## src/rtl/uart_rx_if.sv

```systemverilog
// Receive-side handshake bundle for uart_rx: byte/valid/ready plus the error pulses.
// The receiver uses the master modport; the byte consumer uses the slave modport.
interface uart_rx_if;
  logic       rx_valid;
  logic [7:0] rx_data;
  logic       rx_ready;
  logic       frame_err;
  logic       overrun;
  logic       parity_err;

  modport master (
    output rx_valid,
    output rx_data,
    output frame_err,
    output overrun,
    output parity_err,
    input  rx_ready
  );

  modport slave (
    input  rx_valid,
    input  rx_data,
    input  frame_err,
    input  overrun,
    input  parity_err,
    output rx_ready
  );
endinterface

```

## src/rtl/uart_rx.sv

```systemverilog
// uart_rx: oversampling-free UART receiver (8N1 by default) with a one-byte
// valid/ready output buffer and single-cycle error pulses.
// Define UART_RX_PARITY_EN to receive 8E1 frames and report parity errors.
// clk_hz / baud_rate must be at least 4.
module uart_rx #(
  parameter int clk_hz    = 50_000_000,
  parameter int baud_rate = 115_200
) (
  input  logic      clk,
  input  logic      rst_n,
  input  logic      rxd,
  uart_rx_if.master rx
);

  localparam int            CLKS_PER_BIT = clk_hz / baud_rate;
  localparam int            TW           = $clog2(CLKS_PER_BIT);
  localparam logic [TW-1:0] BIT_RELOAD   = TW'(CLKS_PER_BIT - 1);
  localparam logic [TW-1:0] HALF_RELOAD  = TW'(CLKS_PER_BIT / 2 - 1);

`ifdef UART_RX_PARITY_EN
  typedef enum logic [2:0] {IDLE, START, DATA, PARITY, STOP} state_e;
`else
  typedef enum logic [1:0] {IDLE, START, DATA, STOP} state_e;
`endif

  // Synchronizer and edge detection
  logic       sync1_q, sync1_d;
  logic       rxs_q, rxs_d;
  logic [1:0] sync_vld_q, sync_vld_d;
  logic       rxs_prev_q, rxs_prev_d;
  logic       fall;

  // Frame FSM and datapath
  state_e        state_q, state_d;
  logic [TW-1:0] timer_q, timer_d;
  logic [2:0]    bit_idx_q, bit_idx_d;
  logic [7:0]    shift_q, shift_d;
  logic          tick;
  logic          stop_sample;
  logic          par_bad;
`ifdef UART_RX_PARITY_EN
  logic          par_bit_q, par_bit_d;
`endif

  // Output buffer and pulses
  logic       rx_valid_q, rx_valid_d;
  logic [7:0] rx_data_q, rx_data_d;
  logic       frame_err_q, frame_err_d;
  logic       overrun_q, overrun_d;
`ifdef UART_RX_PARITY_EN
  logic       parity_err_q, parity_err_d;
`endif

  // Synchronizer next values; sync_vld marks when rxs reflects the real line
  // rather than its reset value, so a line that is low at reset release does
  // not look like a falling edge.
  always_comb begin
    sync1_d    = rxd;
    rxs_d      = sync1_q;
    sync_vld_d = {sync_vld_q[0], 1'b1};
    rxs_prev_d = sync_vld_q[1] & rxs_q;
  end

  assign fall = rxs_prev_q & ~rxs_q;

  // Synchronizer registers; idle-high line, so the chain resets to 1
  // NOTE: sequential state uses non-blocking assignments so every flop samples
  // pre-edge values regardless of statement order.
  always_ff @(posedge clk or negedge rst_n) begin
    if (!rst_n) begin
      sync1_q    <= 1'b1;
      rxs_q      <= 1'b1;
      sync_vld_q <= 2'b00;
      rxs_prev_q <= 1'b0;
    end else begin
      sync1_q    <= sync1_d;
      rxs_q      <= rxs_d;
      sync_vld_q <= sync_vld_d;
      rxs_prev_q <= rxs_prev_d;
    end
  end

  assign tick        = (timer_q == '0);
  assign stop_sample = (state_q == STOP) && tick;

`ifdef UART_RX_PARITY_EN
  // Even parity: data bits and parity bit must XOR to zero
  assign par_bad = ^{shift_q, par_bit_q};
`else
  assign par_bad = 1'b0;
`endif

  // FSM state register with its bit timer, bit index and shift register
  always_ff @(posedge clk or negedge rst_n) begin
    if (!rst_n) begin
      state_q   <= IDLE;
      timer_q   <= '0;
      bit_idx_q <= '0;
      shift_q   <= '0;
`ifdef UART_RX_PARITY_EN
      par_bit_q <= 1'b0;
`endif
    end else begin
      state_q   <= state_d;
      timer_q   <= timer_d;
      bit_idx_q <= bit_idx_d;
      shift_q   <= shift_d;
`ifdef UART_RX_PARITY_EN
      par_bit_q <= par_bit_d;
`endif
    end
  end

  // Next-state logic: timer counts down to zero, reloads on every state entry
  always_comb begin
    // NOTE: every combinational output gets a default first so no path
    // through the case leaves it unassigned and infers a latch.
    state_d   = state_q;
    bit_idx_d = bit_idx_q;
    shift_d   = shift_q;
    timer_d   = tick ? timer_q : timer_q - TW'(1);
`ifdef UART_RX_PARITY_EN
    par_bit_d = par_bit_q;
`endif
    case (state_q)
      IDLE: begin
        if (fall) begin
          state_d = START;
          timer_d = HALF_RELOAD;
        end
      end
      START: begin
        if (tick) begin
          if (!rxs_q) begin
            state_d   = DATA;
            timer_d   = BIT_RELOAD;
            bit_idx_d = '0;
          end else begin
            state_d = IDLE;
          end
        end
      end
      DATA: begin
        if (tick) begin
          shift_d   = {rxs_q, shift_q[7:1]};
          bit_idx_d = bit_idx_q + 3'd1;
          timer_d   = BIT_RELOAD;
          if (bit_idx_q == 3'd7) begin
`ifdef UART_RX_PARITY_EN
            state_d = PARITY;
`else
            state_d = STOP;
`endif
          end
        end
      end
`ifdef UART_RX_PARITY_EN
      PARITY: begin
        if (tick) begin
          par_bit_d = rxs_q;
          state_d   = STOP;
          timer_d   = BIT_RELOAD;
        end
      end
`endif
      STOP: begin
        if (tick) state_d = IDLE;
      end
      default: begin
        state_d   = IDLE;
        timer_d   = '0;
        bit_idx_d = '0;
      end
    endcase
  end

  // Output logic: frame verdict at the stop sample plus the valid/ready buffer
  always_comb begin
    rx_valid_d  = rx_valid_q;
    rx_data_d   = rx_data_q;
    frame_err_d = stop_sample & ~rxs_q;
    overrun_d   = 1'b0;
`ifdef UART_RX_PARITY_EN
    parity_err_d = stop_sample & par_bad;
`endif
    if (rx_valid_q && rx.rx_ready) rx_valid_d = 1'b0;
    if (stop_sample && rxs_q && !par_bad) begin
      if (rx_valid_q && !rx.rx_ready) begin
        overrun_d = 1'b1;
      end else begin
        rx_valid_d = 1'b1;
        rx_data_d  = shift_q;
      end
    end
  end

  // Output registers
  always_ff @(posedge clk or negedge rst_n) begin
    if (!rst_n) begin
      rx_valid_q   <= 1'b0;
      rx_data_q    <= 8'h00;
      frame_err_q  <= 1'b0;
      overrun_q    <= 1'b0;
`ifdef UART_RX_PARITY_EN
      parity_err_q <= 1'b0;
`endif
    end else begin
      rx_valid_q   <= rx_valid_d;
      rx_data_q    <= rx_data_d;
      frame_err_q  <= frame_err_d;
      overrun_q    <= overrun_d;
`ifdef UART_RX_PARITY_EN
      parity_err_q <= parity_err_d;
`endif
    end
  end

  assign rx.rx_valid  = rx_valid_q;
  assign rx.rx_data   = rx_data_q;
  assign rx.frame_err = frame_err_q;
  assign rx.overrun   = overrun_q;
`ifdef UART_RX_PARITY_EN
  assign rx.parity_err = parity_err_q;
`else
  assign rx.parity_err = 1'b0;
`endif

endmodule

```

## src/flat_wrapper.sv

```systemverilog
// flat-port wrapper written by rule: the top's interface ports become plain ports
module uart_rx_flat 
#(
  parameter int clk_hz    = 50_000_000,
  parameter int baud_rate = 115_200
)
  (clk, rst_n, rxd, rx_rx_valid, rx_rx_data, rx_frame_err, rx_overrun, rx_parity_err, rx_rx_ready);
  uart_rx_if rx_i ();
  input  logic clk;
  input  logic rst_n;
  input  logic rxd;
  output wire logic [$bits(rx_i.rx_valid)-1:0] rx_rx_valid;
  output wire logic [$bits(rx_i.rx_data)-1:0] rx_rx_data;
  output wire logic [$bits(rx_i.frame_err)-1:0] rx_frame_err;
  output wire logic [$bits(rx_i.overrun)-1:0] rx_overrun;
  output wire logic [$bits(rx_i.parity_err)-1:0] rx_parity_err;
  input wire logic [$bits(rx_i.rx_ready)-1:0] rx_rx_ready;
  assign rx_rx_valid = rx_i.rx_valid;
  assign rx_rx_data = rx_i.rx_data;
  assign rx_frame_err = rx_i.frame_err;
  assign rx_overrun = rx_i.overrun;
  assign rx_parity_err = rx_i.parity_err;
  assign rx_i.rx_ready = rx_rx_ready;
  uart_rx #(.clk_hz(clk_hz), .baud_rate(baud_rate)) u_core (.clk(clk), .rst_n(rst_n), .rxd(rxd), .rx(rx_i));
endmodule
```

## config.mk

```make
export PLATFORM = sky130hd
export DESIGN_NAME = uart_rx_flat
export DESIGN_NICKNAME = d
export VERILOG_FILES = /design/src/rtl/uart_rx_if.sv /design/src/rtl/uart_rx.sv /design/src/flat_wrapper.sv
export SDC_FILE = /design/constraint.sdc
export NUM_CORES = 1
export LEC_CHECK = 0
export ABC_CLOCK_PERIOD_IN_PS = 2720
export CORE_MARGIN = 5
export CORE_UTILIZATION = 55
export DETAILED_ROUTE_END_ITERATION = 8
export GPL_TIMING_DRIVEN = 0
export HOLD_SLACK_MARGIN = 0.06
export PLACE_DENSITY = 0.77
export SYNTH_ARGS = -nofsm -noshare
export SYNTH_HDL_FRONTEND = slang
export SYNTH_SLANG_ARGS = --single-unit
```

## constraint.sdc

```tcl
create_clock -name clk -period 2.72 [get_ports clk]
set_input_delay 0.68 -clock clk [delete_from_list [all_inputs] [get_ports clk]]
set_output_delay 0.68 -clock clk [all_outputs]
set_load 0.05 [all_outputs]
```

# [Yosys cells after proc, flatten, opt, wreduce, memory -nomap -nowiden]
# Index checks and enable logic that the tools add are counted.
[word_totals] n_memories=0 mem_bits_ro=0 latch_bits=0 elab_cells=63 mem_bits_rw=0 register_bits=38 output_inout_bits=12
[classes] n_shift=0 muxes=22 n_div=0 multipliers=0 bitwise=5 n_reduce_logical=12 n_lt_le_gt_ge=0 n_eq_ne=10 n_addsub=2
[op_table] cell="$mux W9" n=5
[op_table] cell="$pmux W9 S3" n=1
[op_table] cell="$mux W2" n=6
[op_table] cell="$ne A2 B1 Y1 const B" n=5
[op_table] cell="$logic_not A9 Y1" n=1
[op_table] cell="$mux W3" n=3
[op_table] cell="$sub A9 B1 Y9 const B" n=1
[op_table] cell="$pmux W2 S4" n=1
[op_table] cell="$pmux W3 S2" n=1
[op_table] cell="$mux W1" n=5
[op_table] cell="$reduce_and A5 Y1" n=1
[op_table] cell="$eq A2 B2 Y1 const B" n=2
[op_table] cell="$logic_and A1 B1 Y1" n=4
[op_table] cell="$reduce_and A2 Y1" n=2
[op_table] cell="$reduce_and A4 Y1" n=1
[op_table] cell="$add A3 B1 Y3 const B" n=1
[op_table] cell="$and A1 B1 Y1" n=3
[op_table] cell="$eq A3 B3 Y1 const B" n=1
[op_table] cell="$eq A2 B1 Y1 const B" n=1
[op_table] cell="$logic_not A2 Y1" n=1
[op_table] cell="$ne A2 B2 Y1 const B" n=1
[op_table] cell="$not A1 Y1" n=2
[op_table] cell="$reduce_bool A2 Y1" n=1
[op_table] cell="$logic_not A1 Y1" n=1

# [Longest topological paths before layout]
# Gate-level depths: netlist of the first run.
[logic_depth] depth_word=5 mapped_depth=11

# [Worst setup path after synthesis of the first run]
# No wires, ideal clock.
[synth_timing] path_type="register -> register" startpoint="register u_core.timer_q[0]" endpoint="register u_core.rx_data_q[0], in the netlist u_core.rx.rx_data[0]" path_stages_with_launch=10 arrival_time_ns=2.155 setup_time_ns=0.125 slack_ns=0.439 path_cell_list="dfrtp_1 > inv_1 > ha_1 > nor4b_4 > and2_1 > buf_6 > inv_6 > or3b_1 > buf_6 > mux2_4"
[synth_via] elab_chain_len=4
[synth_lines] element="start, declared" line_no="uart_rx.sv:35" rtl="logic [TW-1:0] timer_q, timer_d;"
[synth_lines] element="start signal, assigned" line_no="uart_rx.sv:105" rtl="timer_q <= timer_d;"
[synth_lines] element="$logic_not A9 Y1" line_no="uart_rx.sv:83" rtl="assign tick = (timer_q == '0);"
[synth_lines] element="$logic_and A1 B1 Y1" line_no="uart_rx.sv:84" rtl="assign stop_sample = (state_q == STOP) && tick;"
[synth_lines] element="$logic_and A1 B1 Y1" line_no="uart_rx.sv:187" rtl="if (stop_sample && rxs_q && !par_bad) begin"
[synth_lines] element="$reduce_and A2 Y1 (no line)"
[synth_lines] element="end signal, assigned" line_no="uart_rx.sv:209" rtl="rx_data_q <= rx_data_d;"
[synth_lines] element="end, declared" line_no="uart_rx.sv:47" rtl="logic [7:0] rx_data_q, rx_data_d;"
# Every way passes these cells.
# A chain may end at the register's enable or synchronous reset.

# [Worst setup path after layout of the first run]
[layout_timing] startpoint="register u_core.timer_q[0]" endpoint="register u_core.rx_data_q[4], in the netlist u_core.rx.rx_data[4]"
# The elaborated chain is that of the path after synthesis.

==> load_flow_metrics.sql, run 1 <==
INSERT INTO impl_metrics (metric_group, metric, value, unit) VALUES
('worst_setup_path', 'worst-r2r-setup-slack', '0.13', 'ns'),
('route', 'avgViaCountPerCell', '5.53', ''),
('logic_synthesis', 'synth_cell_types', '43', ''),
('logic_synthesis', 'yosys.area_share.xor_xnor', '0.0242', ''),
('worst_setup_path', 'worst_r2r_startpoint', 'u_core.timer_q[0]', ''),
('worst_setup_path', 'r2r-end', 'u_core.rx.rx_data[4]', ''),
('power_and_ir_drop', 'powerDensity', '719', 'nW/µm²'),
('min_path', 'hold_class', 'reg -> reg', ''),
('worst_setup_path', 'critical-path-slowest-cell', 'sky130_fd_sc_hd__nor4b_4', ''),
('global_route', 'gr-max-usage-layer', 'met2', ''),
('flow_run', 'max_cap_violations', '0', ''),
('sta', 'fin_worst_skew', '0.00949', 'ns'),
('sta', 'tns', '0', 'ns'),
('logic_synthesis', 'simple_gate_share_of_the_synthesized_area', '0.149', ''),
('worst_setup_path', 'cpPeakStageDelay', '0.45', 'ns'),
('route', 'via_count', '1173', ''),
('finish', 'final_cell_mix', 'sky130_fd_sc_hd__dfrtp_1 (36), sky130_fd_sc_hd__clkdlybuf4s50_1 (13), sky130_fd_sc_hd__mux2_2 (10), sky130_fd_sc_hd__mux2_4 (8)', ''),
('worst_setup_path', 'worst-path-buf-inv', '4', ''),
('floorplanning', 'io_pins', '16', ''),
('route', 'drc', '0', ''),
('logic_synthesis', 'synth_mux_area_frac', '0.129', ''),
('sta', 'setup_viol', '0', ''),
('route', 'routedWlPerCell', '15.1', 'µm'),
('sta', 'grt_setup_unrepaired', 'false', ''),
('floorplanning', 'chipHeight', '67.4', 'µm'),
('global_route', 'first_global_vias', '1200', ''),
('finish', 'fill_cells', '252', ''),
('power_and_ir_drop', 'ir_drop', '0.406', 'mV'),
('worst_setup_path', 'ff2ff_path_depth', '9', ''),
('clocking', 'cts_setup_buffers', '0', ''),
('clocking', 'clock_tree_from_tritoncts', 'yes', ''),
('worst_setup_path', 'worstSetupPathType', 'reg -> reg', ''),
('placed_design', 'globalplace.congestion', '0.841', ''),
('worst_setup_path', 'worstPathRequired', '2.96', 'ns'),
('global_route', 'globalRouteTotalUtil', '0.164', ''),
('sta', 'whs', '0.365', 'ns'),
('worst_setup_path', 'timing.critical_path.max_delay_family', 'simple AND/OR/NAND/NOR gates', ''),
('global_route', 'grt_first_pass_wirelength', '5450', 'µm'),
('floorplanning', 'std_cell_rows', '20', ''),
('global_route', 'total_gr_overflow', '0', ''),
('power_and_ir_drop', 'p_int', '0.000977', 'W'),
('clocking', 'clk_pin_slew_worst_paths', '0.11', 'ns'),
('logic_synthesis', 'seq_area_frac_synth', '0.527', ''),
('power_and_ir_drop', 'power.share.combinational', '0.278', ''),
('finish', 'multi_input_comb_area', '791', 'µm²'),
('sta', 'max_freq', '387', 'MHz'),
('min_path', 'startpoint_of_the_worst_hold_path', 'u_core.rxs_d', ''),
('min_path', 'whs_path_depth', '0', ''),
('run_status', 'status', 'completed', ''),
('logic_synthesis', 'synth_top_family_by_area', 'simple AND/OR/NAND/NOR gates', ''),
('sta', 'worst_slew_margin_relative_to_its_limit', '0.465', ''),
('route', 'antenna_violating_nets_post_route', '0', ''),
('clocking', 'h-tree-depth', '2', ''),
('floorplanning', 'initial_utilization', '0.583', ''),
('finish', 'post_route_cells_drive_above_1_share', '0.250', ''),
('min_path', 'min_delay_worst_endpoint', 'u_core.rxs_q', ''),
('worst_setup_path', 'crit_fanout', '9', ''),
('route', 'drt_iter0_drc', '51', ''),
('logic_synthesis', 'synth_flop_cell', 'sky130_fd_sc_hd__dfrtp_1', ''),
('clocking', 'clock_latency_of_the_later_clocked_register_in_the_worst_skew_pair', '0.35', 'ns'),
('logic_synthesis', 'synth_compound_area_frac', '0.0968', ''),
('clocking', 'cts_inserted_buffers', '5', ''),
('logic_synthesis', 'synth-edff-count', '0', ''),
('finish', 'antenna_cells_inserted', '0', ''),
('global_route', 'met3_usage', '0.0516', ''),
('power_and_ir_drop', 'power.static_leakage', '0.965', 'nW'),
('logic_synthesis', 'synthesis.area', '1810', 'µm²'),
('floorplanning', 'die-width', '67.4', 'µm'),
('route', 'detail_route.wirelength', '3200', 'µm'),
('placed_design', 'dp.final_hpwl', '2240', 'µm'),
('logic_synthesis', 'synth_cells', '146', '');
==> worst register-to-register path, stage by stage (launching register included) <==
cell,delay [ns]
sky130_fd_sc_hd__dfrtp_1,0.43
sky130_fd_sc_hd__inv_1,0.12
sky130_fd_sc_hd__ha_1,0.23
sky130_fd_sc_hd__nor4b_4,0.45
sky130_fd_sc_hd__and2_1,0.21
sky130_fd_sc_hd__buf_6,0.13
sky130_fd_sc_hd__inv_6,0.05
sky130_fd_sc_hd__or3b_1,0.38
sky130_fd_sc_hd__buf_6,0.16
sky130_fd_sc_hd__mux2_4,0.30
==> routing by layer <==
layer / wire length [µm] / vias up
met5: 0 / -
met4: 62 / 0
met3: 162 / 7
met2: 1560 / 26
met1: 1420 / 577
li1: - / 563
==> final cells by class <==
cell class	count	share of cell area
sequential	38	0.463
multi-input combinational	97	0.384
timing repair buffer	14	0.0656
clock buffer	7	0.0267
tap	44	0.0267
buffer	7	0.0219
inverter	4	0.00972
clock inverter	1	0.00243
==> state kept, by name, summed over array words and instances, names as in the netlist, named ones only <==
signal	count
u_core.bit_idx_q	3
u_core.rx.frame_err	1
u_core.rx.overrun	1
u_core.rx.rx_data	8
u_core.rx.rx_valid	1
u_core.rxs_d	1
u_core.rxs_prev_q	1
u_core.rxs_q	1
u_core.shift_q	8
u_core.state_q	1
u_core.sync_vld_q	2
u_core.timer_q	9
==> power groups by stage <==
stage	clock network, W	logic [W]	registers, W
finish	0.000312	0.000411	0.000757
global route	0.000344	0.000466	0.000769
CTS	0.000317	0.000413	0.000756
detailed placement	0	0.000409	0.000768
global placement	0	0.000388	0.000760
floorplan	0	0.000334	0.000742
==> Yosys cell counts, types with 2 or more instances <==
cell type,count,area [µm²]
sky130_fd_sc_hd__dfstp_2,2,52.6
sky130_fd_sc_hd__nand2_1,7,26.3
sky130_fd_sc_hd__and2_1,2,12.5
sky130_fd_sc_hd__mux2_2,10,113
sky130_fd_sc_hd__a21o_1,3,22.5
sky130_fd_sc_hd__o221a_2,3,33.8
sky130_fd_sc_hd__conb_1,2,7.51
sky130_fd_sc_hd__nand3b_1,2,15.0
sky130_fd_sc_hd__clkbuf_1,4,15.0
sky130_fd_sc_hd__xnor2_1,3,26.3
sky130_fd_sc_hd__nand2b_1,3,18.8
sky130_fd_sc_hd__nor3_1,5,25.0
sky130_fd_sc_hd__o21ai_0,4,20.0
sky130_fd_sc_hd__ha_1,5,62.6
sky130_fd_sc_hd__nor2_1,7,26.3
sky130_fd_sc_hd__buf_6,2,22.5
sky130_fd_sc_hd__a21oi_1,5,25.0
sky130_fd_sc_hd__a211oi_1,2,15.0
sky130_fd_sc_hd__dfrtp_1,36,901
sky130_fd_sc_hd__mux2_4,8,120
sky130_fd_sc_hd__xor2_1,2,17.5
sky130_fd_sc_hd__nand3_1,5,25.0
sky130_fd_sc_hd__or3b_2,2,17.5
sky130_fd_sc_hd__inv_1,3,11.3
==> cells by family after synthesis <==
| family | Yosys count |
|---|---|
| compound gates | 24 |
| xor+xnor | 5 |
| fa+ha+maj | 5 |
| buf+inv | 11 |
| flops | 38 |
| mux | 18 |
| other cells | 2 |
| simple gates | 43 |
==> worst max path at each step <==
stage,startpoint,endpoint,slack (ns),depth (start not counted)
6_report,u_core.timer_q[0],u_core.rx.rx_data[4],0.13,9
5_1_grt,u_core.timer_q[0],u_core.rx.rx_data[0],0.02,9
4_1_cts,u_core.timer_q[0],u_core.rx.rx_data[7],0.12,9
3_5_place_dp,u_core.timer_q[0],u_core.rx.rx_data[0],0.15,9
3_3_place_gp,rst_n,u_core.sync_vld_q[0],0.14,1
2_1_floorplan,u_core.timer_q[0],u_core.rx.rx_data[0],0.44,9
==> per-stage QoR <==
stage	power [W]	instance area, µm²	worst slack (ns)	instances
detailed placement	0.00118	2000	0.154	204
global placement	0.00115	2000	0.139	204
CTS	0.00149	2060	0.118	212
finish	0.00148	2060	0.134	212
global route	0.00158	2060	0.0235	212
floorplan	0.00108	1810	0.439	146
Power figures use the tool's default switching activity.
==> run 2, diff against run 1 <==
--- a/config.mk
+++ b/config.mk
@@ -5,13 +5,14 @@
 export SDC_FILE = /design/constraint.sdc
 export NUM_CORES = 1
 export LEC_CHECK = 0
-export ABC_CLOCK_PERIOD_IN_PS = 2720
+export ABC_CLOCK_PERIOD_IN_PS = 2400
 export CORE_MARGIN = 5
 export CORE_UTILIZATION = 55
 export DETAILED_ROUTE_END_ITERATION = 8
 export GPL_TIMING_DRIVEN = 0
 export HOLD_SLACK_MARGIN = 0.06
 export PLACE_DENSITY = 0.77
+export REMOVE_ABC_BUFFERS = 1
 export SYNTH_ARGS = -nofsm -noshare
 export SYNTH_HDL_FRONTEND = slang
 export SYNTH_SLANG_ARGS = --single-unit
==> constraint.sdc (replaced) <==
create_clock -name clk -period 2.4 [get_ports clk]
set_input_delay 0.6 -clock clk [delete_from_list [all_inputs] [get_ports clk]]
set_output_delay 0.6 -clock clk [all_outputs]
set_load 0.05 [all_outputs]
==> run 2 against run 1 <==
Wire length shrank 0.28%. Sequential share of layout area grew 0.40 points. First-iteration DRC count shrank 31%. Utilization shrank 0.56 points. Critical endpoint unchanged. Final area shrank 0.85%. Maximum frequency grew 11%.
==> load_flow_metrics.sql, run 2 (same netlist as run 1, synthesis figures left out) <==
INSERT INTO impl_metrics (metric_group, metric, value, unit) VALUES
('run_status', 'status', 'completed', ''),
('sta', 'count_of_final_max_slew_check_failures', '0', ''),
('flow_run', 'max_cap_violations', '0', ''),
('finish', 'final_design_area_no_fill', '2040', 'µm²'),
('clocking', 'cts_hold_buf', '0', ''),
('worst_setup_path', 'timing.critical_path.max_delay_family', 'simple AND/OR/NAND/NOR gates', ''),
('global_route', 'met3_usage', '0.0566', ''),
('finish', 'final_cell_mix', 'sky130_fd_sc_hd__dfrtp_1 (36), sky130_fd_sc_hd__clkdlybuf4s50_1 (13), sky130_fd_sc_hd__mux2_2 (10), sky130_fd_sc_hd__mux2_4 (8)', ''),
('worst_setup_path', 'cpPeakStageDelay', '0.49', 'ns'),
('finish', 'registers.top_by_ff_count', 'u_core.timer_q', ''),
('finish', 'synthToLayoutAreaGrowth', '12.9', '%'),
('global_route', 'met2_usage', '0.261', ''),
('global_route', 'gr-max-usage-layer', 'met2', ''),
('worst_setup_path', 'timing.critical_path.depth', '7', ''),
('floorplanning', 'chipHeight', '67.4', 'µm'),
('route', 'drt_first_pass_iters', '4', ''),
('worst_setup_path', 'worst_r2r_startpoint', 'u_core.timer_q[0]', ''),
('finish', 'fill_cells', '256', ''),
('worst_setup_path', 'worstPathRequired', '2.64', 'ns'),
('placed_design', 'area_of_placed_instances', '1950', 'µm²'),
('route', 'antenna_violating_nets_post_route', '0', ''),
('worst_setup_path', 'r2r-end', 'u_core.rx.rx_data[4]', ''),
('placed_design', 'numPlacedInstances', '197', ''),
('floorplanning', 'initial_utilization', '0.583', ''),
('finish', 'post_layout_nonfiller_instances', '207', ''),
('floorplanning', 'io_pins', '16', ''),
('worst_setup_path', 'worst-r2r-setup-slack', '0.07', 'ns'),
('worst_setup_path', 'timing.critical_path.from', 'u_core.timer_q[0]', ''),
('min_path', 'hold_class', 'in -> async', ''),
('sta', 'timing_worst_slew_pin_value', '0.824', 'ns'),
('power_and_ir_drop', 'final_power', '0.00169', 'W'),
('power_and_ir_drop', 'powerDensity', '827', 'nW/µm²'),
('placed_design', 'portBuffers', '14', ''),
('sta', 'final.min_clock_period', '2.33', 'ns'),
('finish', 'final_nets', '171', ''),
('route', 'routedWlPerCell', '15.4', 'µm'),
('worst_setup_path', 'worst-path-buf-inv', '2', ''),
('sta', 'max_freq', '430', 'MHz'),
('route', 'drt_iter0_drc', '35', ''),
('sta', 'fin_worst_skew', '0.00400', 'ns'),
('worst_setup_path', 'crit_fanout', '9', ''),
('clocking', 'h-tree-depth', '2', ''),
('power_and_ir_drop', 'power.static_leakage', '0.953', 'nW'),
('sta', 'setup_viol', '0', ''),
('route', 'drc', '0', ''),
('worst_setup_path', 'arrival', '2.57', 'ns'),
('clocking', 'clock-root-buffer', 'sky130_fd_sc_hd__clkbuf_4', ''),
('global_route', 'grt_antenna_before_repair', '0', ''),
('sta', 'final_worst_path_setup_slack', '0.0738', 'ns'),
('global_route', 'globalRouteTotalUtil', '0.166', ''),
('finish', 'antenna_cells_inserted', '0', ''),
('route', 'detail_route.wirelength', '3200', 'µm'),
('finish', 'layout.cells.most_common', 'sky130_fd_sc_hd__dfrtp_1', ''),
('global_route', 'grt_first_pass_wirelength', '5610', 'µm'),
('worst_setup_path', 'crit_path_end_kind', 'flop', ''),
('power_and_ir_drop', 'ir_drop', '0.475', 'mV'),
('route', 'via_count', '1168', ''),
('finish', 'post_route_cells_drive_above_1_share', '0.270', ''),
('floorplanning', 'std_cell_rows', '20', ''),
('global_route', 'first_global_vias', '1237', ''),
('sta', 'finalHoldViolCount', '0', ''),
('global_route', 'total_gr_overflow', '0', ''),
('finish', 'max_ffs_per_register', '9', ''),
('worst_setup_path', 'cp-endpoint', 'u_core.rx.rx_data[4]', ''),
('sta', 'worst_slew_margin_relative_to_its_limit', '0.450', ''),
('global_route', 'grt_max_degree', '39', ''),
('clocking', 'numClockSinks', '38', ''),
('floorplanning', 'fp.dieArea', '4540', 'µm²'),
('worst_setup_path', 'worstSetupPathType', 'reg -> reg', ''),
('clocking', 'cts_max_path_buffers', '2', ''),
('clocking', 'clk_pin_slew_worst_paths', '0.12', 'ns'),
('sta', 'fin_crit_sh', '0.969', ''),
('route', 'avgViaCountPerCell', '5.64', ''),
('floorplanning', 'die-width', '67.4', 'µm'),
('placed_design', 'globalplace.congestion', '0.799', ''),
('clocking', 'clock_latency_of_the_later_clocked_register_in_the_worst_skew_pair', '0.34', 'ns'),
('clocking', 'clock_tree_from_tritoncts', 'yes', ''),
('clocking', 'cts_inserted_buffers', '5', ''),
('worst_setup_path', 'critical-path-slowest-cell', 'sky130_fd_sc_hd__or3b_4', ''),
('floorplanning', 'core', '3100', 'µm²'),
('worst_setup_path', 'setup.worst_path.start_class', 'flop', ''),
('placed_design', 'detailedPlace.worstSlack', '-0.380', 'ns'),
('finish', 'layout.core_utilization', '0.658', ''),
('placed_design', 'dp.final_hpwl', '2220', 'µm'),
('worst_setup_path', 'ff2ff_path_depth', '7', ''),
('worst_setup_path', 'worst_path_cell_trace', 'inv_1, ha_1, nor4b_4, and2_4, inv_6, or3b_4, mux2_4', ''),
('global_route', 'fraction_of_met1_tracks_used_by_global_routing', '0.210', '');
run 2: worst min-delay path by stage:
| stage | startpoint | slack, ns | end | cells after the start |
|---|---|---|---|---|
| 2_1_floorplan | rst_n | 0.30 | async pin | 0 |
| 3_3_place_gp | u_core.sync_vld_q[0] | 0.33 | u_core.sync_vld_q[1] | 0 |
| 3_5_place_dp | u_core.rxs_d | 0.35 | u_core.rxs_q | 0 |
| 4_1_cts | rst_n | 0.35 | u_core.timer_q[4] | 1 |
| 5_1_grt | rst_n | 0.38 | u_core.rx.rx_data[0] | 1 |
| 6_report | rst_n | 0.34 | u_core.rx.rx_data[0] | 1 |
run 2: layer usage:
layer | routed length [µm] | up-vias
met2 | 1610 | 23
li1 | - | 555
met4 | 46 | 0
met3 | 132 | 7
met5 | 0 | -
met1 | 1410 | 583
run 2: what timing repair did:
action,4_1_cts,5_1_grt
endpoints found under the setup margin,11,24
gates resized for setup,2,1
pin swaps,0,1
buffers inserted,1,1
run 2: final cells by class:
type / instances / area (µm²) / area share
Clock buffer: 6 / 51.3 / 0.0251
Tap cell: 44 / 55.1 / 0.0270
Sequential cell: 38 / 953 / 0.467
Inverter: 4 / 20.0 / 0.00980
Clock inverter: 2 / 16.3 / 0.00797
Timing Repair Buffer: 16 / 150 / 0.0735
Multi-Input combinational cell: 97 / 796 / 0.390
run 2: stage by stage:
step / hold slack (ns) / TNS [ns]
3_3_place_gp: 0.334 / -4.43
5_1_grt: 0.375 / -0.0107
4_1_cts: 0.350 / 0
6_report: 0.336 / 0
2_1_floorplan: 0.304 / -0.169
3_5_place_dp: 0.351 / -3.19
run 2: power breakdown:
group	internal (W)	switching, W
Sequential	0.000730	0.000153
Clock	0.000146	0.000216
Combinational	0.000233	0.000211
run 2: worst register-to-register path, stage by stage (launching register included):
cell	delay, ns
sky130_fd_sc_hd__dfrtp_1	0.44
sky130_fd_sc_hd__inv_1	0.12
sky130_fd_sc_hd__ha_1	0.24
sky130_fd_sc_hd__nor4b_4	0.29
sky130_fd_sc_hd__and2_4	0.26
sky130_fd_sc_hd__inv_6	0.06
sky130_fd_sc_hd__or3b_4	0.49
sky130_fd_sc_hd__mux2_4	0.33
==> variant 1 (config.mk and constraints of run 2) <==
Take the reset off `shift_q` and load it in a clocked block of its own.
--- a/src/rtl/uart_rx.sv
+++ b/src/rtl/uart_rx.sv
@@ -96,7 +96,6 @@
       state_q   <= IDLE;
       timer_q   <= '0;
       bit_idx_q <= '0;
-      shift_q   <= '0;
 `ifdef UART_RX_PARITY_EN
       par_bit_q <= 1'b0;
 `endif
@@ -104,11 +103,14 @@
       state_q   <= state_d;
       timer_q   <= timer_d;
       bit_idx_q <= bit_idx_d;
-      shift_q   <= shift_d;
 `ifdef UART_RX_PARITY_EN
       par_bit_q <= par_bit_d;
 `endif
     end
+  end
+
+  always_ff @(posedge clk) begin
+    shift_q <= shift_d;
   end
 
   // Next-state logic: timer counts down to zero, reloads on every state entry
Function: same outputs for any inputs over 10 cycles, from zero or initial values and one cycle with rst_n low; that may be too few to reach the edited logic, so the function may still have changed.
==> variant 1 against run 2 <==
- largest power group unchanged
- routed wire length increased by 0.69%
- worst setup slack better by 0.062 ns
- sequential cell count did not move
- utilization shrank 0.44 points
- power increased by 5.7%
- design area down 1.5%
- synthesized area is 2.1% lower
- global-route usage about the same
- clock skew up 0.0017 ns
- critical path type unchanged
- die area shrank 1.8%
- sequential share of layout area increased by 2.7 points
==> variant 1: results (changes against run 2) <==
Detailed routing
  – Wire per inst: 15.2 µm (was 15.4 µm)
  – DR iter-0 viols: 41 (was 35)
  – Via density: 5.75 (was 5.64)

Synth
  – EDFF count, synth: 8 (was 0)
  – Synth top cells by count: 28 x dfrtp_1, 11 x a21oi_1, 11 x o21ai_0, 10 x nor2_1 (was 36 x dfrtp_1, 10 x mux2_2, 8 x mux2_4, 7 x nand2_1, 7 x nor2_1)
  – Ys async rst share: 78.9% (was 100%)
  – Area contributors post-synth: dfrtp_1 40%, edfxtp_1 14%, mux2_4 6.8% (was dfrtp_1 50%, mux2_4 6.6%, mux2_2 6.2%)
  – Yosys warnings: 0 (unchanged)
  – Synth Area in XOR/XNOR: 0% (was 2.42%)
  – Register area share after synthesis: 56.1% (was 52.7%)
  – Yosys cell types: 38 (was 43)

Final layout
  – Fraction of area in multi-input gates: 37.3% (was 39.0%)
  – Ratio of cells with drive above 1 in the final layout: 19.2% (was 27.0%)
  – Multi-input gate count: 103 (was 97)
  – Layout fillers: 247 (was 256)
  – Signal buf overhead: 6.72% (was 7.35%)
  – Sequential share of cell area: 49.4% (was 46.7%)
  – Final Net Count: 175 (was 171)
  – Non-clk bufs: 14 (was 16)
  – Clock-cell share: 3.17% (was 3.31%)

Power
  – Switching power of the nets: 0.000668 W (was 0.000580 W)
  – Leakage: 0.844 nW (was 0.953 nW)
  – Worst IR Drop VDD: 0.000500 V (was 0.000475 V)
  – Part of the power in registers: 52.5% (was 52.3%)
  – Clk power: 0.000340 W (was 0.000363 W)

GRT
  – Largest net degree at the start of global routing: 31 (was 39)
  – First-pass GRT wire length: 5.57 mm (was 5.61 mm)
  – Vias in the first global route: 1238 (was 1237)
  – Total Routing Usage GR: 16.7% (was 16.6%)

Critical path
  – R2r setup slk: 0.14 ns (was 0.07 ns)
  – Crit path arrival time: 2.50 ns (was 2.57 ns)
  – Critical Path Fanout Max: 10 (was 9)

Floorplan
  – Die area: 4460 µm² (was 4540 µm²)

Place
  – Post-placement setup slack: 0.00497 ns (was -0.380 ns)
  – Placed instance area: 1940 µm² (was 1950 µm²)
  – Placed cells: 203 (was 197)
  – Placer Congestion: 0.865 (was 0.799)
  – DP HPWL: 2.25 mm (was 2.22 mm)

Run status
  – Outcome: complete, no violations (unchanged)

STA
  – Least-Margin Pin Slew: 0.694 ns (was 0.824 ns)
  – Hold_ws: 0.271 ns (was 0.336 ns)
  – Clock Skew: 0.00575 ns (was 0.00400 ns)

CTS
  – Clock Latency Late Sink: 0.34 ns (about the same)
  – # Post-CTS Setup Buffers: 0 (was 1)
[variant 1: changes by cell type after synthesis, moves of 6 or more]
| cell | change |
|---|---|
| mux2_2 | -10 |
| a21oi_1 | +6 |
| edfxtp_1 | +8 |
| o21ai_0 | +7 |
| dfrtp_1 | -8 |
[variant 1: critical path, cell delays in order, from the launching register on]
cell,delay (ns)
dfrtp_1,0.47
inv_1,0.11
ha_1,0.24
nor3b_4,0.31
nand3_4,0.17
or3b_4,0.53
mux2_4,0.33
[variant 1: per-layer routing]
layer | GRT usage, % | vias up | part of all wire [%]
met5 | 0 | - | 0
met4 | 7.87 | 0 | 1.9
met3 | 4.22 | 8 | 4.9
met2 | 27.7 | 29 | 50
met1 | 20.2 | 601 | 43
li1 | - | 575 | -
[variant 1: timing repair]
item                       in CTS  in global routing
gates cloned                    0                  0
hold buffers                    0                  0
pin swaps                       0                  1
setup endpoints to repair       1                  9
resized for setup               1                  3
==> variant 2 (flow settings as in run 2) <==
Made on the original files. The option `UART_RX_PARITY_EN` is turned on by a define.
--- a/src/rtl/uart_rx.sv
+++ b/src/rtl/uart_rx.sv
@@ -2,6 +2,8 @@
 // valid/ready output buffer and single-cycle error pulses.
 // Define UART_RX_PARITY_EN to receive 8E1 frames and report parity errors.
 // clk_hz / baud_rate must be at least 4.
+`define UART_RX_PARITY_EN
+
 module uart_rx #(
   parameter int clk_hz    = 50_000_000,
   parameter int baud_rate = 115_200
Behaviour: same outputs for any inputs over 10 cycles, from zero or initial values and one cycle with rst_n low; that may be too few to reach the edited logic, so the function may still have changed.
==> variant 2 against run 2 <==
- routed wire length increased by 13%
- design area grew 11%
- synthesized area up 11%
- critical endpoint is now u_core.timer_q[0]$_DFF_PN0_
- maximum frequency increased by 5.7%
- sequential cell count is 3 higher
- via count increased by 15%
- worst setup slack gained 0.13 ns
- sequential power rose by 5.3%
- power up 10%
- largest cell class unchanged
==> variant 2: results (changes against run 2) <==
Synth
  – Yosys cell types: 42 (was 43)
  – Synth top cells by count: 39 x dfrtp_1, 16 x mux2_2, 16 x nand2_1, 15 x nor2_1, 10 x a21oi_1 (was 36 x dfrtp_1, 10 x mux2_2, 8 x mux2_4, 7 x nand2_1, 7 x nor2_1)
  – Area contributors post-synth: dfrtp_1 49%, mux2_2 9.0%, nand2_1 3.0% (was dfrtp_1 50%, mux2_4 6.6%, mux2_2 6.2%)
  – #FFs+latches synth: 41 (was 38)
  – Ys async rst share: 100% (unchanged)
  – Register area share after synthesis: 51.2% (was 52.7%)
  – Syn_area_per_cell: 11.1 µm² (was 12.4 µm²)

Place
  – Placed cells: 238 (was 197)
  – Placer Congestion: 0.815 (was 0.799)
  – Number of port buffers: 15 (was 14)
  – Post-placement setup slack: 0.0482 ns (was -0.380 ns)

CTS
  – # Post-CTS Setup Buffers: 0 (was 1)
  – Root buf cell: clkbuf_8 (was clkbuf_4)
  – Post-CTS Resized: 0 (was 2)
  – Worst-path clk slew: 0.07 ns (was 0.12 ns)

GRT
  – First-pass GRT wire length: 6.28 mm (was 5.61 mm)
  – Vias in the first global route: 1434 (was 1237)
  – Total Routing Usage GR: 16.2% (was 16.6%)

Final layout
  – Final non-filler cell total: 246 (was 207)
  – Number of flip-flops in the largest register: 9 (unchanged)
  – Ratio of cells with drive above 1 in the final layout: 18.7% (was 27.0%)
  – Final Net Count: 205 (was 171)

STA
  – Clock Skew: 0.00492 ns (was 0.00400 ns)
  – Max-slew headroom: 41.3% (was 45.0%)
  – Hold_ws: 0.350 ns (was 0.336 ns)
  – FMAX: 454 MHz (was 430 MHz)

Power
  – P_int: 0.00121 W (was 0.00111 W)
  – Worst IR Drop VDD: 0.000446 V (was 0.000475 V)
  – Leakage: 1.03 nW (was 0.953 nW)

Critical path
  – Slowest cell on crit path: dfrtp_1 (was or3b_4)
  – R2r setup slk: 0.20 ns (was 0.07 ns)
  – Critical Path Fanout Max: 4 (was 9)
  – Reg2reg path depth: 7 (unchanged)
  – Crit path arrival time: 2.34 ns (was 2.57 ns)
  – Slowest stage delay, CP: 0.41 ns (was 0.49 ns)

Detailed routing
  – Wire per inst: 14.7 µm (was 15.4 µm)
  – Via density: 5.47 (was 5.64)
  – DR iter-0 viols: 115 (was 35)

Hold path
  – Hold Path Class: reg -> reg (was in -> async)

Run status
  – Outcome: complete, no violations (unchanged)
[variant 2: changes by cell type in the layout (fill, tap and decap cells not counted), moves of 5 or more]
cell,change
a21oi_1,+5
clkbuf_4,-5
mux2_2,+6
mux2_4,-6
nand2_1,+9
nand3_1,-5
nor2_1,+8
[variant 2: critical path: cells and delay by family, from the launching register on]
kind	cells	cell delay [ns]
AOI/OAI and AO/OA	2	0.52
adders and majority gates	2	0.56
and+or+nand+nor	2	0.48
buffers and inverters	1	0.07
DFF	1	0.41
[variant 2: cell type report]
cell class	instances	area, µm²
fillers	284	1330
inverters	7	26.3
clock inverters	1	7.51
flip-flops and latches	41	1030
clock buffers	7	76.3
well taps	48	60.1
repair buffers	15	145
multi-input cells	127	928
[variant 2: kinds of logic after synthesis]
| kind of cell | Yosys count | synth area share, % |
|---|---|---|
| flops | 41 | 51.2 |
| fa+ha+maj | 4 | 2.49 |
| xor+xnor | 10 | 5.42 |
| compound gates | 30 | 9.22 |
| buf+inv | 13 | 2.74 |
| mux | 21 | 12.0 |
| simple gates | 61 | 16.8 |
| other cells | 1 | 0.187 |
[variant 2: power by group through the flow]
stage / Clock [W] / Combinational [W] / Sequential, W
3_5_place_dp: 0 / 0.000500 / 0.000940
3_3_place_gp: 0 / 0.000468 / 0.000927
6_report: 0.000430 / 0.000502 / 0.000930
5_1_grt: 0.000475 / 0.000570 / 0.000949
4_1_cts: 0.000448 / 0.000503 / 0.000926
2_1_floorplan: 0 / 0.000390 / 0.000908
[variant 2: metal layers]
| metal | vias to the layer above | GRT usage, % | wire length [µm] |
|---|---|---|---|
| li1 | 667 | - | - |
| met1 | 644 | 17.8 | 1550 |
| met2 | 24 | 28.2 | 1840 |
| met3 | 10 | 5.04 | 129 |
| met4 | 0 | 7.45 | 98 |
| met5 | - | 0 | 0 |
